===== src/rtl/bulls_and_cows_seq.sv =====
// bulls_and_cows_seq: serial 4-digit Bulls-and-Cows scorer.
// One guess digit per clock; the result is published on the edge that samples digit 3.
`default_nettype none

module bulls_and_cows_seq (
  input  logic       clk,
  input  logic       rst,
  input  logic [3:0] number_in,
  input  logic [3:0] secret_number_0,
  input  logic [3:0] secret_number_1,
  input  logic [3:0] secret_number_2,
  input  logic [3:0] secret_number_3,
  output logic [2:0] bulls,
  output logic [2:0] cows,
  output logic       valid,
  output logic       win
);

  logic [1:0] pos_q,   pos_d;
  logic [2:0] bacc_q,  bacc_d;
  logic [2:0] cacc_q,  cacc_d;
  logic [2:0] bulls_q, bulls_d;
  logic [2:0] cows_q,  cows_d;
  logic       valid_q, valid_d;
  logic       win_q,   win_d;

  logic [3:0] secret [4];
  logic       bull_w;
  logic       cow_w;
  logic [2:0] bull_sum_w;
  logic [2:0] cow_sum_w;

  assign secret[0] = secret_number_0;
  assign secret[1] = secret_number_1;
  assign secret[2] = secret_number_2;
  assign secret[3] = secret_number_3;

  // A digit that is a bull is never also counted as a cow.
  always_comb begin
    bull_w = (number_in == secret[pos_q]);
    cow_w  = 1'b0;
    for (int j = 0; j < 4; j++) begin
      if ((2'(j) != pos_q) && (number_in == secret[j])) begin
        cow_w = 1'b1;
      end
    end
    if (bull_w) begin
      cow_w = 1'b0;
    end
  end

  assign bull_sum_w = bacc_q + {2'b00, bull_w};
  assign cow_sum_w  = cacc_q + {2'b00, cow_w};

  always_comb begin
    pos_d   = pos_q + 2'd1;
    bacc_d  = bull_sum_w;
    cacc_d  = cow_sum_w;
    bulls_d = bulls_q;
    cows_d  = cows_q;
    win_d   = win_q;
    valid_d = 1'b0;
    if (pos_q == 2'd3) begin
      bulls_d = bull_sum_w;
      cows_d  = cow_sum_w;
      win_d   = (bull_sum_w == 3'd4);
      valid_d = 1'b1;
      bacc_d  = 3'd0;
      cacc_d  = 3'd0;
    end
  end

  always_ff @(posedge clk or negedge rst) begin
    if (!rst) begin
      pos_q   <= 2'd0;
      bacc_q  <= 3'd0;
      cacc_q  <= 3'd0;
      bulls_q <= 3'd0;
      cows_q  <= 3'd0;
      valid_q <= 1'b0;
      win_q   <= 1'b0;
    end else begin
      pos_q   <= pos_d;
      bacc_q  <= bacc_d;
      cacc_q  <= cacc_d;
      bulls_q <= bulls_d;
      cows_q  <= cows_d;
      valid_q <= valid_d;
      win_q   <= win_d;
    end
  end

  assign bulls = bulls_q;
  assign cows  = cows_q;
  assign valid = valid_q;
  assign win   = win_q;

endmodule

`default_nettype wire


===== config.mk =====
export PLATFORM = sky130hd
export DESIGN_NAME = bulls_and_cows_seq
export DESIGN_NICKNAME = d
export VERILOG_FILES = /design/src/rtl/bulls_and_cows_seq.sv
export SDC_FILE = /design/constraint.sdc
export NUM_CORES = 1
export LEC_CHECK = 0
export BUFFER_PORTS_ARGS = -buffer_cell sky130_fd_sc_hd__buf_4
export CAP_MARGIN = 25
export CELL_PAD_IN_SITES_DETAIL_PLACEMENT = 1
export CELL_PAD_IN_SITES_GLOBAL_PLACEMENT = 1
export CORE_MARGIN = 2
export CORE_UTILIZATION = 38
export CTS_CLUSTER_SIZE = 30
export DETAILED_ROUTE_END_ITERATION = 10
export PLACE_DENSITY_LB_ADDON = 0.12
export SETUP_SLACK_MARGIN = 0.1
export SYNTH_ARGS = -nofsm -noshare
export SYNTH_HDL_FRONTEND = slang
export SYNTH_SLANG_ARGS = --single-unit

===== constraint.sdc =====
create_clock -name clk -period 3.3 [get_ports clk]
set_clock_uncertainty 0.1 [all_clocks]
set_input_delay 0.66 -clock clk [delete_from_list [all_inputs] [get_ports clk]]
set_output_delay 0.66 -clock clk [all_outputs]
set_load 0.05 [all_outputs]

* Word-level counts from Yosys, hierarchy flattened
Cells that the tools add are included.
** Word-level totals
- Logic and storage cells :: 38
- Output and inout bits :: 8
- Register bits after elaboration :: 16
- Bits of input ports :: 22
** Cells by class
- Bitwise logic cells :: 1
- Reduce and logical (&&, ||, !) cells :: 5
- Equal/unequal tests :: 10
- Add/subtract/negate cells :: 3
- Multiplexer cells :: 11
- $lt $le $gt $ge :: 1
** Operators by type and width (count)
- $eq A4 B4 Y1 :: 5
- $bmux W4 S2 :: 1
- $mux W4 :: 2
- $add A3 B1 Y3 :: 2
- $mux W1 :: 6
- $mux W3 :: 2
- $logic_and A1 B1 Y1 :: 4
- $ne A2 B2 Y1 const A :: 2
- $eq A3 B3 Y1 const B :: 1
- $ge A3 B3 Y1 const B :: 1
- $not A2 Y3 :: 1
- $add A2 B1 Y2 const B :: 1
- $eq A2 B2 Y1 const B :: 1
- $ne A1 B2 Y1 const A :: 1
- $reduce_bool A2 Y1 :: 1

* Longest topological paths before layout
- Word-level depth :: 9
- Mapped depth :: 9
- Depth with buffers taken out :: 9

* Worst setup path after synthesis
OpenSTA, ideal clock, no wires.
- Path kind :: input port to flip-flop
- Start :: input port secret_number_1[1]
- End :: register win_q (netlist: win)
- Arrival :: 2406 ps
- Slack :: 669 ps
- Data required time :: 3075 ps
- Buffers on the path :: 0
- Stages on the path :: 9
- Setup time :: 125 ps
- Cells stage by stage :: mux4_1 xor2_1 nor2_2 and2_1 ha_1 ha_1 xnor2_1 nor3_1 mux2_2
** On the way
- Word-level cells in the longest chain between the ends :: 6
** RTL lines
- start: declaration :: RTL line 10 : input logic [3:0] secret_number_1,
- $bmux W4 S2 :: RTL line 40 : bull_w = (number_in == secret[pos_q]);
- $mux W4 (not written as such) (2 in a row) :: RTL line 40
- $eq A4 B4 Y1 :: RTL line 40
- $add A3 B1 Y3 :: RTL line 52 : assign bull_sum_w = bacc_q + {2'b00, bull_w};
- $eq A3 B3 Y1 :: RTL line 66 : win_d = (bull_sum_w == 3'd4);
- end signal: assignment :: RTL line 89 : win_q <= win_d;
- end: declaration :: RTL line 25 : logic win_q, win_d;
No other way between the ends. The select of a mux whose other input is x is not followed.
A chain may end at the register's enable or synchronous reset.

* Worst setup path after layout
- Start :: register pos_q[0]
- End :: register win_q (netlist: win)
** On the way
- Word-level cells in the longest chain between the ends :: 7
- Elaborated cells between the ends (all ways) :: 8
- Those cells by class :: add/sub: 1; eq/ne: 3; mux: 3; bitwise: 1
** RTL lines
- start: declaration :: RTL line 19 : logic [1:0] pos_q, pos_d;
- start signal: assignment :: RTL line 83 : pos_q <= pos_d;
- $not A2 Y3 (not written as such) :: RTL line 40
- $bmux W4 S2 :: RTL line 40
- $mux W4 (not written as such) (2 in a row) :: RTL line 40
- $eq A4 B4 Y1 :: RTL line 40
- $add A3 B1 Y3 :: RTL line 52
- $eq A3 B3 Y1 :: RTL line 66
Parallel ways exist; a longest one is shown, timed or not. The select of a mux whose other input is x is not followed.

==> impl_metrics.json <==
{
  "synth_top_cell_by_area": "dfrtp_1",
  "wl_per_cell_um": 13.2,
  "fill_cells": 282,
  "finalCritPeriodShare_pct": 80.0,
  "die_area_um2": 2940,
  "rsz0062_at_grt": "no",
  "grt_remaining_overflow": 0,
  "setup-tns-final_ps": 0,
  "reg2reg_slack_ps": 660,
  "drt-initial-drc-count": 4,
  "critPathSlowestCell": "mux4_1",
  "stdcell_count": 141,
  "syn_avg_cell_area_um2": 11.7,
  "cts_buffer_depth": 2,
  "viasPerCell": 4.90,
  "drt-total-wl_mm": 1.86,
  "synth_top_cell_area_share_pct": 41.7,
  "grt.total_usage_pct": 14.5,
  "synth_area_leaders": "dfrtp_1 (42%), xor2_1 (16%), ha_1 (10%)",
  "cp.required_ps": 3370,
  "yosysUniqueCellTypes": 18,
  "timing.rr.start": "pos_q[0]$_DFF_PN0_",
  "die_width_um": 54.3,
  "syn2layout_area_growth_pct": 28.2,
  "fin_nets": 143,
  "placed_area_um2": 1210,
  "clock_latency_ps": 280,
  "post_cts_buffers": 0,
  "synth-edff-count": 0,
  "route.detailed.drc": 0,
  "final_cell_area_um2": 1230,
  "critPathMaxFanout": 6,
  "p_leak_nw": 0.652,
  "reg2reg_depth": 9,
  "antenna_found_initial": 0,
  "arrival_ps": 2720,
  "slew_viol_final": 0,
  "multi_input_area_um2": 537,
  "power.total_mw": 0.460,
  "syn_inst": 82,
  "cp_cell_sequence": "mux4_1 -> xor2_1 -> nor2_2 -> and2_1 -> ha_1 -> ha_1 -> xnor2_1 -> nor3_1 -> mux2_2",
  "r2r-end": "win$_DFFE_PN0N_",
  "yosysWarnings": 0,
  "yosysMostFrequentCell": "xor2_1",
  "worst_pin_slew_ps": 259,
  "cap_violations": 0,
  "cpMostUsedCell": "ha_1",
  "grt_pass1_vias": 699,
  "drive_gt1_share_pct": 36.9,
  "relSlewSlack_pct": 82.7,
  "syn-num-nets": 112,
  "dr_total_vias": 691,
  "cp-end-kind": "flip-flop",
  "dp_cells": 138,
  "timing.fmax_ghz": 0.379,
  "synth_common_cells": "xor2_1 (18), dfrtp_1 (16), ha_1 (8), nor2_1 (8)",
  "synth_seq_cells": 16,
  "grt_max_degree": 17,
  "synth_top_flop_cell": "dfrtp_1",
  "coreArea_um2": 2430,
  "numPortBuffers": 29,
  "clockRootBuffer": "clkbuf_4",
  "startpoint_type": "flip-flop",
  "critical_path_class": "flip-flop to flip-flop",
  "hold_viol_final": 0,
  "n_antenna_cell": 0,
  "detail-route-antenna-nets": 0,
  "cellPowerDensity_nw_per_um2": 374,
  "htreeDepth": 1,
  "synthArstFlopShare_pct": 100,
  "yosysSeqAreaShare_pct": 41.7,
  "seqCellArea_um2": 400,
  "fp.dieH_um": 54.3,
  "hold_path.class": "input pin to asynchronous set/reset pin",
  "initial_core_util_pct": 39.5,
  "min_period_ps": 2640,
  "path_clk_slew_ps": 80,
  "status": "complete, no violations",
  "irDropWorstVdd_v": 0.000241,
  "fp-row-count": 18,
  "hpwl_mm": 1.53,
  "final-setup-viol-count": 0,
  "firstDrtPassIters": 3,
  "cts_hold_buffers": 0,
  "place_congestion": 0.680,
  "grt_pass1_wl_mm": 2.86,
  "cts_made_buffers": 3,
  "synthesis.area_um2": 960,
  "crit_path_max_incr_delay_ps": 610,
  "ios": 30,
  "cts_sinks": 16,
  "cts_resized": 0,
  "cts_tree": "yes"
}
kinds of logic (layout without fill, tap and decap cells):
family	after synthesis	count (layout)	synth area share [%]
XOR/XNOR	20	20	18.3
AND/OR/NAND/NOR	19	19	9.65
flip-flops	16	16	41.7
adder cells (fa/ha/maj)	8	8	10.4
multiplexers	8	8	13.7
buffers and inverters	6	35	2.35
AO/OA/AOI/OAI	5	5	3.91
power breakdown:
part	switching (mW)	leakage, nW	internal [mW]
clock	0.0558	0.0138	0.0424
sequential	0.00665	0.215	0.211
combinational	0.0829	0.422	0.0621
layout by cell type (no fill, tap or decap), drive strengths merged, types with 4 or more instances in the layout:
| master | count |
|---|---|
| buf | 30 |
| dfrtp | 16 |
| ha | 8 |
| mux2 | 5 |
| nor2 | 9 |
| nor2b | 4 |
| nor3 | 5 |
| xor2 | 18 |
worst max-delay path, delay by kind of cell (launching register included):
| kind | cells | cell delay [ps] |
|---|---|---|
| flip-flops | 1 | 490 |
| XOR/XNOR | 2 | 430 |
| adder cells (fa/ha/maj) | 2 | 350 |
| AND/OR/NAND/NOR | 3 | 290 |
| multiplexers | 2 | 870 |
worst max path at each step:
stage,slack [ps],cells after the start,startpoint,endpoint
2_1_floorplan,670,9,secret_number_1[1],win$_DFFE_PN0N_
3_3_place_gp,460,10,secret_number_1[1],win$_DFFE_PN0N_
3_5_place_dp,430,10,secret_number_1[0],win$_DFFE_PN0N_
4_1_cts,640,9,pos_q[0]$_DFF_PN0_,win$_DFFE_PN0N_
5_1_grt,490,9,pos_q[0]$_DFF_PN0_,win$_DFFE_PN0N_
6_report,660,9,pos_q[0]$_DFF_PN0_,win$_DFFE_PN0N_
registers in the layout, summed over array words and instances, names as in the netlist:
signal and cells:
bacc_q 3, bulls 3, cacc_q 3, cows 3, pos_q 2, valid 1, win 1
layer usage:
layer / global-route usage [%] / vias up / wire, um
met5: 0 / - / 0
met4: 12.5 / 0 / 66
met3: 2.73 / 4 / 82
met2: 25.1 / 19 / 980
met1: 14.9 / 334 / 725
li1: - / 334 / -
per-stage QoR:
| step | setup slack [ps] | hold slack, ps | utilization, % |
|---|---|---|---|
| after floorplan | 669 | 264 | - |
| after global placement | 459 | 392 | 49.6 |
| after detailed placement | 431 | 399 | 49.6 |
| after CTS | 635 | 107 | 50.6 |
| after global routing | 490 | 102 | 50.6 |
| final | 659 | 116 | 50.6 |
layout make-up:
| class | count | area share, % |
|---|---|---|
| clock buffer | 3 | 1.83 |
| sequential | 16 | 32.6 |
| inverter | 2 | 0.610 |
| timing repair buffer | 30 | 18.3 |
| multi-input combinational | 60 | 43.6 |
| tap | 30 | 3.05 |
Note: power is estimated with default switching activity, not from simulation.
